`src/rtl/aes_ctr_keystream.sv`:
```
// CTR-mode wrapper around an AES core: issues counter blocks one at a time,
// holds one keystream block, and XORs it onto a valid/ready 128-bit data stream.
module aes_ctr_keystream #(
  parameter int CTR_W        = 32,
  parameter int CORE_TIMEOUT = 1023
) (
  input  logic         clk,
  input  logic         rst,
  input  logic         cfg_load,
  input  logic [0:127] cfg_iv,
  output logic         busy,
  output logic         err,
  output logic         core_start,
  output logic [0:127] core_block,
  input  logic         core_done,
  input  logic [0:127] core_result,
  input  logic         din_valid,
  output logic         din_ready,
  input  logic [0:127] din_data,
  input  logic         din_last,
  output logic         dout_valid,
  input  logic         dout_ready,
  output logic [0:127] dout_data,
  output logic         dout_last,
  output logic [0:127] ctr_o
);

  localparam int            TW   = $clog2(CORE_TIMEOUT + 1);
  localparam int            LO   = 128 - CTR_W;
  localparam logic [TW-1:0] TLIM = TW'(CORE_TIMEOUT - 1);

  typedef enum logic [2:0] {
    S_IDLE, S_REQ, S_WAIT, S_HAVE, S_DRAIN, S_ERROR
  } state_t;

  state_t        state;
  logic [TW-1:0] tcnt;
  logic [0:127]  ctr;
  logic [0:127]  ks;
  logic          ks_valid;
  logic          beat;

  // Only the low CTR_W bits count; the nonce part is carried through untouched.
  function automatic logic [0:127] ctr_inc(input logic [0:127] c);
    logic [0:127] n;
    n = c;
    n[LO +: CTR_W] = c[LO +: CTR_W] + CTR_W'(1);
    return n;
  endfunction

  function automatic logic ctr_wraps(input logic [0:127] c);
    return &c[LO +: CTR_W];
  endfunction

  assign din_ready = (state == S_HAVE) && ks_valid && (!dout_valid || dout_ready);
  assign beat      = din_valid && din_ready;
  assign ctr_o     = ctr;

  always_ff @(posedge clk) begin
    if (!rst) begin
      state      <= S_IDLE;
      tcnt       <= '0;
      ctr        <= '0;
      ks_valid   <= 1'b0;
      busy       <= 1'b0;
      err        <= 1'b0;
      core_start <= 1'b0;
      core_block <= '0;
      dout_valid <= 1'b0;
      dout_data  <= '0;
      dout_last  <= 1'b0;
    end else begin
      core_start <= 1'b0;

      // Output register: a new beat may load in the same cycle the old one leaves.
      if (beat) begin
        dout_data  <= din_data ^ ks;
        dout_last  <= din_last;
        dout_valid <= 1'b1;
      end else if (dout_ready) begin
        dout_valid <= 1'b0;
      end

      case (state)
        S_IDLE, S_ERROR: begin
          if (cfg_load) begin
            ctr   <= cfg_iv;
            err   <= 1'b0;
            busy  <= 1'b1;
            state <= S_REQ;
          end
        end
        S_REQ: begin
          core_start <= 1'b1;
          core_block <= ctr;
          tcnt       <= '0;
          state      <= S_WAIT;
        end
        S_WAIT: begin
          tcnt <= tcnt + TW'(1);
          if (core_done) begin
            ks_valid <= 1'b1;
            state    <= S_HAVE;
          end else if (tcnt == TLIM) begin
            err   <= 1'b1;
            busy  <= 1'b0;
            state <= S_ERROR;
          end
        end
        S_HAVE: begin
          if (beat) begin
            ks_valid <= 1'b0;
            ctr      <= ctr_inc(ctr);
            if (din_last) begin
              state <= S_DRAIN;
            end else if (ctr_wraps(ctr)) begin
              // Continuing would reuse a counter value, so stop here.
              err   <= 1'b1;
              busy  <= 1'b0;
              state <= S_ERROR;
            end else begin
              state <= S_REQ;
            end
          end
        end
        S_DRAIN: begin
          if (!dout_valid || dout_ready) begin
            busy  <= 1'b0;
            state <= S_IDLE;
          end
        end
        default: state <= S_IDLE;
      endcase
    end
  end

  // Keystream holds no control meaning on its own; ks_valid qualifies it.
  always_ff @(posedge clk) begin
    if (state == S_WAIT && core_done) ks <= core_result;
  end

endmodule

```
`config.mk`:
```
export PLATFORM = sky130hd
export DESIGN_NAME = aes_ctr_keystream
export DESIGN_NICKNAME = d
export VERILOG_FILES = /design/src/rtl/aes_ctr_keystream.sv
export SDC_FILE = /design/constraint.sdc
export NUM_CORES = 1
export LEC_CHECK = 0
export ABC_AREA = 1
export BUFFER_PORTS_ARGS = -buffer_cell sky130_fd_sc_hd__buf_2
export CAP_MARGIN = 0
export CORE_AREA = 2 2 306 308
export CTS_CLUSTER_DIAMETER = 200
export CTS_CLUSTER_SIZE = 28
export DETAILED_ROUTE_END_ITERATION = 10
export DIE_AREA = 0 0 308 310
export MAX_ROUTING_LAYER = met4
export PLACE_DENSITY = 0.43
export SYNTH_ARGS = -nofsm -noshare
export SYNTH_HDL_FRONTEND = slang
export SYNTH_SLANG_ARGS = --single-unit
export TNS_END_PERCENT = 30
```
`constraint.sdc`:
```
create_clock -name clk -period 12.28 [get_ports clk]
set_input_delay 2.456 -clock clk [delete_from_list [all_inputs] [get_ports clk]]
set_output_delay 2.456 -clock clk [all_outputs]
set_load 0.005 [all_outputs]
```
==> results.toml <==
[logic_synthesis]
synth_area_leader_cell = "dfxtp_1"
seq_area_frac_synth = 0.596
synth_cells = 2209
synth_edf_count = 128
avgSynthCellArea_um2 = 9.05
synth_flop_cell = "dfxtp_1"
syn_area_mm2 = 0.0200
synth-async-reset-ratio = 0
synth_top_cells_by_area = "dfxtp_1 (40%), edfxtp_1 (19%), a21oi_1 (7.5%)"
synth_fp_nets = 2603
synth_top_area_share = 0.403
synth_cell_types = 35
yosys_warnings = 0
ys_ff_latch = 531
synthTopCellsByCount = "dfxtp_1 (403), nand2_1 (394), a21oi_1 (299)"
yosysMostFrequentCell = "dfxtp_1"

[layout]
nFillCells = 10209
drive_gt1_frac = 0.289
final_area_mm2 = 0.0255
areaGrowthSynthToFinish_pct = 27.6
fin_nets = 3285
stdcell_count = 4121

[route]
drt_iter0_drc = 1287
drt-total-wl_um = 78400
ant_nets = 0
drc_errors = 0
post_drt_via_cell_ratio = 4.21
wl_per_cell_um = 19.0
dr.pass1.iters = 5
vias = 17366

[sta]
slew_headroom = 0.305
setup_viol = 0
min_period_ns = 5.44
finClkSkew_ns = 0.0117
max_freq_mhz = 184
setup_slack_ns = 6.84
rsz0062_at_grt = "no"
drv_slew = 0
hold_violations = 0
tightestPinTransition_ns = 1.04
min_period_over_period = 0.443
finalSetupTns_ns = 0

[pwr]
total_leakage_power_nw = 10.7
powerDensity_mw_per_mm2 = 175
ir_drop_mv = 0.134

[clock_tree]
cts-root-buf = "clkbuf_16"
clk_latency_ns = 0.60
cts_max_path_buffers = 3
htreeDepth = 1
cts_tree = "done"
cts-resized-gates = 0
cts.clk_slew.worst_paths_ns = 0.11
cts_sinks = 531
post-cts-setup-buffers = 0
hold_buffers = 0
cts_made_buffers = 22

[global_routing]
grt_use_total = 0.158
antenna_found_initial = 24
grt_first_pass_wirelength_um = 111000
grt_pass1_vias = 16493
grt_max_degree = 103
grt_overflow = 0

[floorplanning]
start_util = 0.216
core_mm2 = 0.0925
io_pins = 781
die_x_um = 308
die_area_mm2 = 0.0955
die_y_um = 310
fp-row-count = 112

[critical_path]
crit_required_ns = 9.82
end_kind = "primary output"
rr_worst_depth = 8
r2r_start = "state[0]"
regToRegEndpoint = "dout_data[127]"
crit_arrival_ns = 2.98
crit_type = "in2out"
crit_path_max_fanout = 2
start_kind = "primary input"
crit_end = "din_ready"
crit_start = "dout_ready"
rrSetupSlack_ns = 8.25

[placement]
io_buffers = 780
post-place-ws_ns = 6.76
dp_cells = 4064
gp_congestion = 0.827
place_area_mm2 = 0.0248
hpwl_um = 57800

[run_status]
status = "complete, no violations"

[hold_path]
hp-class = "reg2reg"

[run]
cap_violations = 0
## worst max-delay path, cell delays in order
cell	delay, ns
buf_2	0.07
inv_1	0.03
nand2_1	0.08
nand2_1	0.10
nor2_4	0.11
buf_2	0.14
## state kept, by name, indices dropped and copies added (netlist names)
signal	cells
core_block	128
ctr_o	128
dout_data	128
ks	128
tcnt	10
state	3
busy	1
core_start	1
dout_last	1
dout_valid	1
err	1
ks_valid	1
## worst min-delay path by stage
stage,endpoint,slack (ns),depth (start not counted),from
3_3_place_gp,core_block[39],0.45,2,core_block[39]
2_1_floorplan,tcnt[9],0.43,1,tcnt[9]
3_5_place_dp,core_block[67],0.45,2,core_block[67]
5_1_grt,core_block[86],0.48,2,core_block[86]
4_1_cts,core_block[19],0.47,2,core_block[19]
6_report,core_block[91],0.47,2,core_block[91]
## through the flow
stage	total power [mW]	hold slack (ns)	utilization
5_1_grt	4.74	0.484	0.276
3_3_place_gp	3.58	0.450	0.268
3_5_place_dp	3.57	0.452	0.268
4_1_cts	4.54	0.470	0.275
6_report	4.46	0.467	0.276
2_1_floorplan	2.99	0.428	-
## cells by family (layout without fill, tap and decap cells)
logic type	after synthesis	after routing	share of synthesized area
adders and majority gates	3	3	0.00188
xor gates and xnor gates	128	128	0.0561
AOI/OAI and AO/OA	610	610	0.154
other	0	24	0
buffers and inverters	194	885	0.0465
and+or+nand+nor	743	743	0.146
DFF	531	531	0.596
## metal layers
metal,up-vias,global-route usage,routed length [µm]
met5,-,-,0
met2,563,0.265,37900
met1,7970,0.184,32100
met3,82,0.0437,5870
li1,8751,-,-
met4,0,0.0487,2530
## final cells by class
type	count	area, µm²	share of cell area
inverter	59	243	0.00951
antenna	24	60.1	0.00235
tap	1197	1500	0.0587
clock buffer	32	609	0.0239
timing repair buffer	793	4010	0.157
multi-input combinational	1484	7170	0.281
clock inverter	1	17.5	0.000686
sequential	531	11900	0.467
## cells in the final DEF (no fill, tap or decap), drive strengths merged, types with 42 or more instances in the layout
cell type	count
edfxtp	128
nand2	398
nand3	42
o21ai	297
xnor2	128
buf	792
nor2	291
inv	58
dfxtp	403
a21oi	299
## power breakdown
group / leakage (nW) / switching (mW) / total, mW / internal [mW]
Sequential: 4.44 / 0.209 / 2.29 / 2.08
Combinational: 5.92 / 0.785 / 1.21 / 0.429
Clock: 0.307 / 0.589 / 0.950 / 0.360
Total: 10.7 / 1.58 / 4.46 / 2.87
(Power assumes the default switching activity.)
